==> src/rtl/probe_sequencer.sv <==
// probe_sequencer: lowers the probe arm, dwells taking repeated reads, retries on unstable reads, then cycles the selected marker servo.
module probe_sequencer #(
  parameter int NUM_SERVOS = 4,
  parameter int SENSOR_W   = 2,
  parameter int DUTY_W     = 21,
  parameter int LOWER_DUTY = 60_000,
  parameter int RAISE_DUTY = 240_000,
  parameter int CNT_W      = 11,
  parameter int NUM_READS  = 3,
  parameter int MAX_RETRY  = 2
) (
  input  logic                          clk,
  input  logic                          ResetN,
  input  logic                          Enable,
  input  logic                          ActivePeriodFinished,
  input  logic [SENSOR_W-1:0]           SensorValue,
  input  logic [CNT_W-1:0]              DwellPeriods,
  input  logic [CNT_W-1:0]              SettlePeriods,
  output logic [$clog2(NUM_SERVOS)-1:0] ServoNum,
  output logic [DUTY_W-1:0]             ActiveServoDuty,
  output logic                          SampleValid,
  output logic [SENSOR_W-1:0]           SampleValue,
  output logic                          ModuleDone,
  output logic                          Fault
);
  localparam int SW = $clog2(NUM_SERVOS);
  localparam int RW = $clog2(MAX_RETRY + 1) + 1;
  typedef enum logic [3:0] {
    IDLE, PROBE_DOWN, PROBE_DWELL, PROBE_UP, PROBE_SETTLE,
    MARK_DOWN, MARK_DWELL, MARK_UP, MARK_SETTLE, DONE
  } state_t;
  state_t state, state_n;
  logic [CNT_W-1:0] cnt, cnt_n, cnt_step;
  logic [RW-1:0] retry, retry_n;
  logic rpend, rpend_n, have, have_n, mis, mis_n, mis_now;
  logic [SENSOR_W-1:0] first, first_n, rd, sval_n;
  logic [SW-1:0] serv_n;
  logic [DUTY_W-1:0] duty_n;
  logic sv_n, done_n, fault_n, fin, cap, no_mark;
  logic [CNT_W:0] nd, ns, nper;
  logic [SENSOR_W:0] mark;
  assign nd = (DwellPeriods == '0) ? (CNT_W+1)'(1) : {1'b0, DwellPeriods};
  assign ns = (SettlePeriods == '0) ? (CNT_W+1)'(1) : {1'b0, SettlePeriods};
  assign nper = (state == PROBE_SETTLE || state == MARK_SETTLE) ? ns : nd;
  assign fin = ActivePeriodFinished && ({1'b0, cnt} + (CNT_W+1)'(1) >= nper);
  assign cap = ({1'b0, cnt} + (CNT_W+1)'(NUM_READS) >= nper);
  assign cnt_step = ActivePeriodFinished ? (fin ? '0 : cnt + 1'b1) : cnt;
  // The read buffer is the first captured value plus a sticky mismatch flag.
  assign rd = have ? first : SensorValue;
  assign mis_now = mis || (have && SensorValue != first);
  assign mark = {1'b0, SampleValue} + (SENSOR_W+1)'(1);
  assign no_mark = int'(mark) > NUM_SERVOS - 1;
  always_comb begin
    state_n = state;
    cnt_n = cnt;
    retry_n = retry;
    rpend_n = rpend;
    have_n = have;
    mis_n = mis;
    first_n = first;
    sval_n = SampleValue;
    serv_n = ServoNum;
    duty_n = ActiveServoDuty;
    sv_n = 1'b0;
    done_n = ModuleDone;
    fault_n = Fault;
    if (state == IDLE) begin
      if (Enable) begin
        state_n = PROBE_DOWN;
        cnt_n = '0;
        retry_n = '0;
        rpend_n = 1'b0;
        have_n = 1'b0;
        mis_n = 1'b0;
        fault_n = 1'b0;
      end
    end else if (state == DONE) begin
      serv_n = '0;
      if (!Enable) begin
        state_n = IDLE;
        done_n = 1'b0;
      end
    end else if (Enable) begin
      case (state)
        PROBE_DOWN: begin
          serv_n = '0;
          duty_n = DUTY_W'(LOWER_DUTY);
          rpend_n = 1'b0;
          state_n = PROBE_DWELL;
        end
        PROBE_DWELL: begin
          cnt_n = cnt_step;
          if (ActivePeriodFinished && cap) begin
            have_n = 1'b1;
            first_n = rd;
            mis_n = mis_now;
          end
          if (fin) begin
            have_n = 1'b0;
            mis_n = 1'b0;
            state_n = PROBE_UP;
            if (!mis_now) begin
              sval_n = rd;
              sv_n = 1'b1;
            end else if (int'(retry) < MAX_RETRY) begin
              retry_n = retry + 1'b1;
              rpend_n = 1'b1;
            end else fault_n = 1'b1;
          end
        end
        PROBE_UP: begin
          serv_n = '0;
          duty_n = DUTY_W'(RAISE_DUTY);
          state_n = PROBE_SETTLE;
        end
        PROBE_SETTLE: begin
          cnt_n = cnt_step;
          if (fin) begin
            if (rpend) state_n = PROBE_DOWN;
            else if (Fault || no_mark) begin
              state_n = DONE;
              done_n = 1'b1;
              serv_n = '0;
            end else state_n = MARK_DOWN;
          end
        end
        MARK_DOWN: begin
          serv_n = SW'(mark);
          duty_n = DUTY_W'(LOWER_DUTY);
          state_n = MARK_DWELL;
        end
        MARK_DWELL: begin
          cnt_n = cnt_step;
          state_n = fin ? MARK_UP : MARK_DWELL;
        end
        MARK_UP: begin
          serv_n = SW'(mark);
          duty_n = DUTY_W'(RAISE_DUTY);
          state_n = MARK_SETTLE;
        end
        MARK_SETTLE: begin
          cnt_n = cnt_step;
          if (fin) begin
            state_n = DONE;
            done_n = 1'b1;
            serv_n = '0;
          end
        end
        default: state_n = IDLE;
      endcase
    end
  end
  always_ff @(posedge clk) begin
    if (!ResetN) begin
      state <= IDLE;
      cnt <= '0;
      retry <= '0;
      rpend <= 1'b0;
      have <= 1'b0;
      mis <= 1'b0;
      first <= '0;
      SampleValue <= '0;
      ServoNum <= '0;
      ActiveServoDuty <= '0;
      SampleValid <= 1'b0;
      ModuleDone <= 1'b0;
      Fault <= 1'b0;
    end else begin
      state <= state_n;
      cnt <= cnt_n;
      retry <= retry_n;
      rpend <= rpend_n;
      have <= have_n;
      mis <= mis_n;
      first <= first_n;
      SampleValue <= sval_n;
      ServoNum <= serv_n;
      ActiveServoDuty <= duty_n;
      SampleValid <= sv_n;
      ModuleDone <= done_n;
      Fault <= fault_n;
    end
  end
endmodule

==> config.mk <==
export PLATFORM = sky130hd
export DESIGN_NAME = probe_sequencer
export DESIGN_NICKNAME = d
export VERILOG_FILES = /design/src/rtl/probe_sequencer.sv
export SDC_FILE = /design/constraint.sdc
export NUM_CORES = 1
export LEC_CHECK = 0
export CORE_UTILIZATION = 54
export CTS_BUF_LIST = sky130_fd_sc_hd__clkbuf_2 sky130_fd_sc_hd__clkbuf_4 sky130_fd_sc_hd__clkbuf_8
export CTS_CLUSTER_DIAMETER = 50
export CTS_CLUSTER_SIZE = 30
export DETAILED_ROUTE_END_ITERATION = 12
export PLACE_DENSITY = 0.83
export SLEW_MARGIN = 20
export SYNTH_ARGS = -nofsm -noshare
export SYNTH_HDL_FRONTEND = slang
export SYNTH_SLANG_ARGS = --single-unit
==> constraint.sdc <==
create_clock -name clk -period 3.9 [get_ports clk]
set_input_delay 0.78 -clock clk [delete_from_list [all_inputs] [get_ports clk]]
set_output_delay 0.78 -clock clk [all_outputs]
set_load 0.02 [all_outputs]
==> results.sh, run 1 <==
export IMPL_status="finished, final reports clean"
export IMPL_fp_row_count=25
export IMPL_grt_pass1_wl_mm=11.4
export IMPL_cts_clk_slew_worst_paths_ps=70
export IMPL_dr_pass1_iters=7
export IMPL_pin_count=56
export IMPL_min_period_ps=3570
export IMPL_synth_edf_count=0
export IMPL_ant_nets=0
export IMPL_ctsResizeCount=0
export IMPL_first_global_vias=2456
export IMPL_worst_ep_arrival_time_ps=3760
export IMPL_fp_dieH_um=73.9
export IMPL_drc=0
export IMPL_setup_viol_count_final=0
export IMPL_holdBufCountCts=0
export IMPL_relSlewSlack=0.447
export IMPL_place_inst=434
export IMPL_maxCapViolations=0
export IMPL_vias=2599
export IMPL_r2r_start="state[0]"
export IMPL_dpl_hpwl_mm=5.14
export IMPL_numPortBuffers=45
export IMPL_finalMaxSlewViolations=0
export IMPL_path_cells="nor2_1, nand2_1, buf_4, mux2i_1, ha_1, nand2_1, o21ai_0, a221o_1, a31oi_4, a21oi_2, nor3b_2, buf_4, a221o_1"
export IMPL_synth_cell_type_count=54
export IMPL_cts_sinks=33
export IMPL_slowest_stage="nor2_1"
export IMPL_clockBufferDepth=2
export IMPL_synth_top_cell_area_share=0.237
export IMPL_grt_overflow=0
export IMPL_yosys_top_cells_area="dfxtp_1 24%, ha_1 10%, buf_4 6.2%"
export IMPL_drt_iter0_drc=231
export IMPL_cp_required_ps=4080
export IMPL_synthToLayoutAreaGrowth_pct=16.8
export IMPL_grt_setup_unrepaired="false"
export IMPL_wl_mm=6.72
export IMPL_worst_r2r_path_depth=13
export IMPL_crit_type="reg2reg"
export IMPL_finalSetupTns_ps=0
export IMPL_ys_seq_elements=33
export IMPL_post_synth_cell_area_avg_um2=8.08
export IMPL_irDropWorstVdd_uv=200
export IMPL_track_usage=0.273
export IMPL_cts_made_buffers=5
export IMPL_antenna_found_initial=0
export IMPL_cts_root_buf="clkbuf_8"
export IMPL_worstSetupEndpointType="flop"
export IMPL_wl_per_cell_um=15.2
export IMPL_mostFrequentLayoutCells="45 x clkdlybuf4s50_1, 33 x dfxtp_1, 30 x nand2_1, 28 x nor2_1"
export IMPL_coreArea_mm2=0.00485
export IMPL_fin_cells=442
export IMPL_viasPerCell=5.88
export IMPL_die_w_um=73.9
export IMPL_yosys_area_top_type="dfxtp_1"
export IMPL_layout_commonest_cell="clkdlybuf4s50_1"
export IMPL_worstMarginPinSlew_ps=826
export IMPL_syn_inst=345
export IMPL_antenna_cells=0
export IMPL_critPathLaunchType="flop"
export IMPL_p_per_area_mw_per_mm2=320
export IMPL_htreeDepth=2
export IMPL_yosysWarningCount=0
export IMPL_dieArea_mm2=0.00546
export IMPL_synthFlopType="dfxtp_1"
export IMPL_start_util=0.575
export IMPL_gp_congestion=0.868
export IMPL_clock_skew_ps=5.02
export IMPL_cpPeakStageDelay_ps=470
export IMPL_leakagePower_nw=1.42
export IMPL_reg2reg_to="cnt[2]"
export IMPL_grt_max_degree=20
export IMPL_layout_drive_gt1_share=0.0613
export IMPL_fin_nets=425
export IMPL_finalHoldViolCount=0
export IMPL_finalPower_mw=1.04
export IMPL_r2r_setup_slack_ps=330
export IMPL_asyncSetResetFlopFracSynth=0
export IMPL_post_cts_buffers=0
export IMPL_synthesis_area_mm2=0.00279
export IMPL_hold_start="mis"
export IMPL_hold_path_end="mis"
export IMPL_synth_seq_area_share=0.237
export IMPL_whs_path_depth=1
export IMPL_tritoncts="done"
export IMPL_max_freq_mhz=280
export IMPL_clk_insertion_delay_late_ps=290
export IMPL_fin_crit_sh=0.917
export IMPL_critical_path_max_fanout=13
export IMPL_hp_class="reg2reg"
-- stage by stage --
step,area (µm²),util,hold slack (ps),worst slack [ps]
2_1_floorplan,2820,-,447,863
4_1_cts,3260,0.672,479,366
3_5_place_dp,3160,0.651,465,154
6_report,3260,0.672,475,325
3_3_place_gp,3160,0.651,461,226
5_1_grt,3260,0.672,498,28.5
-- area by class of cell --
class                      instances  area [µm²]
sequential                        33         661
fill                             406        1590
tap                               67        83.8
multi-input combinational        272        1880
clock buffer                       7        96.3
timing repair buffer              51         495
inverter                          11        41.3
clock inverter                     1        5.00
-- power breakdown --
part	switching (mW)	leakage [nW]	internal, mW
clock	0.129	0.0542	0.160
sequential	0.0214	0.267	0.350
combinational	0.223	1.10	0.160
total	0.373	1.42	0.669
-- kinds of logic after synthesis --
group	after synthesis	share of synthesized area
AO/OA/AOI/OAI	77	0.199
buffers and inverters	49	0.103
multiplexers	16	0.0579
XOR/XNOR	20	0.0628
AND/OR/NAND/NOR	126	0.236
flip-flops	33	0.237
adder cells (fa/ha/maj)	23	0.103
other	1	0.00134
-- cells in the mapped netlist (4+ instances only) --
master and count:
and3_1 4, clkbuf_1 11, mux2i_1 15, nand2b_1 6
nand3_1 11, nand2_1 30, nor4_1 7, a21oi_1 23
nand4_1 5, a311oi_1 4, a22o_1 7, o21ai_0 10
nor3_1 14, nor2_1 28, xnor2_1 8, xor2_1 12
inv_1 11, a221o_1 6, dfxtp_1 33, buf_4 23
ha_1 23
-- state kept, by name, indices dropped and copies added (netlist names), 2 cells and up --
name             cells
cnt                 11
state                4
ActiveServoDuty      3
retry                3
SampleValue          2
ServoNum             2
first                2
-- critical path: cells and delay by family (launching register included) --
family	cells	cell delay, ps
simple gates	4	870
compound gates	5	1260
fa+ha+maj	1	300
flops	1	440
mux	1	160
buf+inv	2	450
-- layer usage --
| metal | GRT usage | vias up | wire length, µm | part of all wire |
|---|---|---|---|---|
| met4 | 0.0855 | 0 | 81 | 0.012 |
| met3 | 0.0453 | 9 | 387 | 0.058 |
| met2 | 0.425 | 94 | 3160 | 0.47 |
| met5 | 0 | - | 0 | 0 |
| met1 | 0.384 | 1214 | 3090 | 0.46 |
| li1 | - | 1282 | - | - |
-- worst max path at each step --
stage,from,endpoint,slack [ps],cells past startpoint
after CTS,state[0],cnt[2],370,13
after detailed placement,DwellPeriods[7],cnt[0],150,13
final,state[0],cnt[2],330,13
after global placement,DwellPeriods[7],cnt[0],230,13
after floorplan,state[3],state[2],860,12
after global routing,state[0],cnt[2],30,12
Note: power is estimated with default switching activity, not from simulation.
==> run 2: changes to the inputs <==
==> constraint.sdc (replaced) <==
create_clock -name clk -period 3.9 [get_ports clk]
set_input_delay 0.975 -clock clk [delete_from_list [all_inputs] [get_ports clk]]
set_output_delay 0.975 -clock clk [all_outputs]
set_load 0.02 [all_outputs]
==> results.sh, run 2 (synthesis gave the netlist of run 1 again) <==
export IMPL_tritoncts="done"
export IMPL_setup_slack_ps=267
export IMPL_grt_overflow=0
export IMPL_worstMarginPinSlew_ps=767
export IMPL_fin_crit_sh=0.931
export IMPL_post_cts_buffers=0
export IMPL_first_global_vias=2484
export IMPL_wl_per_cell_um=15.6
export IMPL_antenna_cells=0
export IMPL_clockBufferDepth=2
export IMPL_clock_skew_ps=3.43
export IMPL_ctsResizeCount=0
export IMPL_htreeDepth=2
export IMPL_crit_type="in2reg"
export IMPL_cts_made_buffers=5
export IMPL_whs_path_depth=2
export IMPL_finalPower_mw=1.04
export IMPL_numPortBuffers=45
export IMPL_worst_r2r_path_depth=12
export IMPL_gp_congestion=0.897
export IMPL_dr_pass1_iters=5
export IMPL_relSlewSlack=0.487
export IMPL_layout_drive_gt1_share=0.0761
export IMPL_fin_nets=432
export IMPL_ant_nets=0
export IMPL_r2r_setup_slack_ps=520
export IMPL_fp_dieH_um=73.9
export IMPL_drt_iter0_drc=329
export IMPL_holdBufCountCts=0
export IMPL_setup_viol_count_final=0
export IMPL_drc=0
export IMPL_fin_cells=448
export IMPL_p_per_area_mw_per_mm2=316
export IMPL_layout_commonest_cell="clkdlybuf4s50_1"
export IMPL_cts_sinks=33
export IMPL_min_period_ps=3630
export IMPL_finalHoldViolCount=0
export IMPL_grt_setup_unrepaired="false"
export IMPL_track_usage=0.277
export IMPL_vias=2663
export IMPL_pre_cts_slack_ps=-15.6
export IMPL_place_inst=441
export IMPL_critical_path_max_fanout=11
export IMPL_antenna_found_initial=0
export IMPL_reg2reg_to="cnt[4]"
export IMPL_multiInputGateArea_mm2=0.00188
export IMPL_critPathLaunchType="primary input"
export IMPL_mostFrequentLayoutCells="45 x clkdlybuf4s50_1, 33 x dfxtp_1, 30 x nand2_1, 28 x nor2_1"
export IMPL_grt_pass1_wl_mm=11.6
export IMPL_largest_register="cnt"
export IMPL_worstSetupEndpointType="flop"
export IMPL_die_w_um=73.9
export IMPL_cts_clk_slew_worst_paths_ps=70
export IMPL_start_util=0.575
export IMPL_status="finished, final reports clean"
export IMPL_seqCellArea_um2=661
export IMPL_dpl_hpwl_mm=5.38
export IMPL_grt_max_degree=19
export IMPL_cp_required_ps=4130
export IMPL_largestRegisters="cnt (11), state (4)"
export IMPL_worst_ep_arrival_time_ps=3860
export IMPL_hold_path_end="ModuleDone"
export IMPL_r2r_start="state[2]"
export IMPL_viasPerCell=5.94
export IMPL_hp_class="reg2reg"
export IMPL_synthToLayoutAreaGrowth_pct=18.3
export IMPL_fp_row_count=25
export IMPL_wl_mm=6.98
export IMPL_hold_start="ModuleDone"
export IMPL_largest_register_ffs=11
export IMPL_clk_insertion_delay_late_ps=290
export IMPL_max_freq_mhz=275
export IMPL_cts_root_buf="clkbuf_8"
export IMPL_finalMaxSlewViolations=0
export IMPL_leakagePower_nw=1.44
export IMPL_fill_cells=405
export IMPL_pin_count=56
export IMPL_maxCapViolations=0
export IMPL_irDropWorstVdd_uv=198
export IMPL_dieArea_mm2=0.00546
export IMPL_coreArea_mm2=0.00485
==> run 2: cell types whose count changed in the layout (fill, tap and decap cells not counted) <==
| cell | previous run | this run |
|---|---|---|
| clkinv_2 | 1 | 0 |
| buf_4 | 6 | 13 |
| clkbuf_4 | 0 | 1 |
| clkbuf_8 | 7 | 6 |
==> run 2: how the worst max path moves through the flow <==
stage,from,endpoint,slack [ps],depth (start not counted)
after floorplan,DwellPeriods[7],state[2],710,12
after global placement,DwellPeriods[7],cnt[0],110,13
after detailed placement,DwellPeriods[7],cnt[4],-20,13
after CTS,DwellPeriods[7],cnt[4],280,13
after global routing,DwellPeriods[7],cnt[4],3,13
final,DwellPeriods[7],cnt[4],270,13
==> run 2: where the power goes <==
| part | internal (mW) | total, mW | leakage (nW) | switching (mW) |
|---|---|---|---|---|
| Combinational | 0.170 | 0.407 | 1.13 | 0.237 |
| Clock | 0.147 | 0.273 | 0.0477 | 0.126 |
| Sequential | 0.350 | 0.362 | 0.267 | 0.0123 |
==> run 2: per-layer routing <==
| metal | up-vias | track usage | wire length (µm) |
|---|---|---|---|
| met4 | 0 | 0.0769 | 82 |
| li1 | 1288 | - | - |
| met3 | 12 | 0.0576 | 527 |
| met1 | 1235 | 0.374 | 3180 |
| met2 | 128 | 0.445 | 3190 |
| met5 | - | 0 | 0 |
==> run 2: critical path, stage by stage <==
cell             delay (ps)
clkdlybuf4s50_1         420
nor4_1                  350
a31oi_1                 140
a21oi_1                 180
ha_1                    250
nor2b_1                 130
o21ai_0                 100
a221o_1                 330
a31oi_4                 210
a21oi_2                 170
nor3b_2                 220
buf_4                   200
a221o_1                 170
==> run 2: layout make-up <==
cell class                 instances  area share
inverter                          11      0.0125
multi-input combinational        272       0.568
clock buffer                       7      0.0273
timing repair buffer              58       0.166
tap                               67      0.0254
sequential                        33       0.200
==> run 2: per-stage QoR <==
step	hold WS (ps)	utilization	instance area (µm²)	setup TNS (ps)
after detailed placement	464	0.662	3210	-42.5
after global placement	456	0.662	3210	0
after global routing	490	0.681	3300	0
after CTS	473	0.681	3300	0
final	466	0.681	3300	0
after floorplan	447	-	2820	0
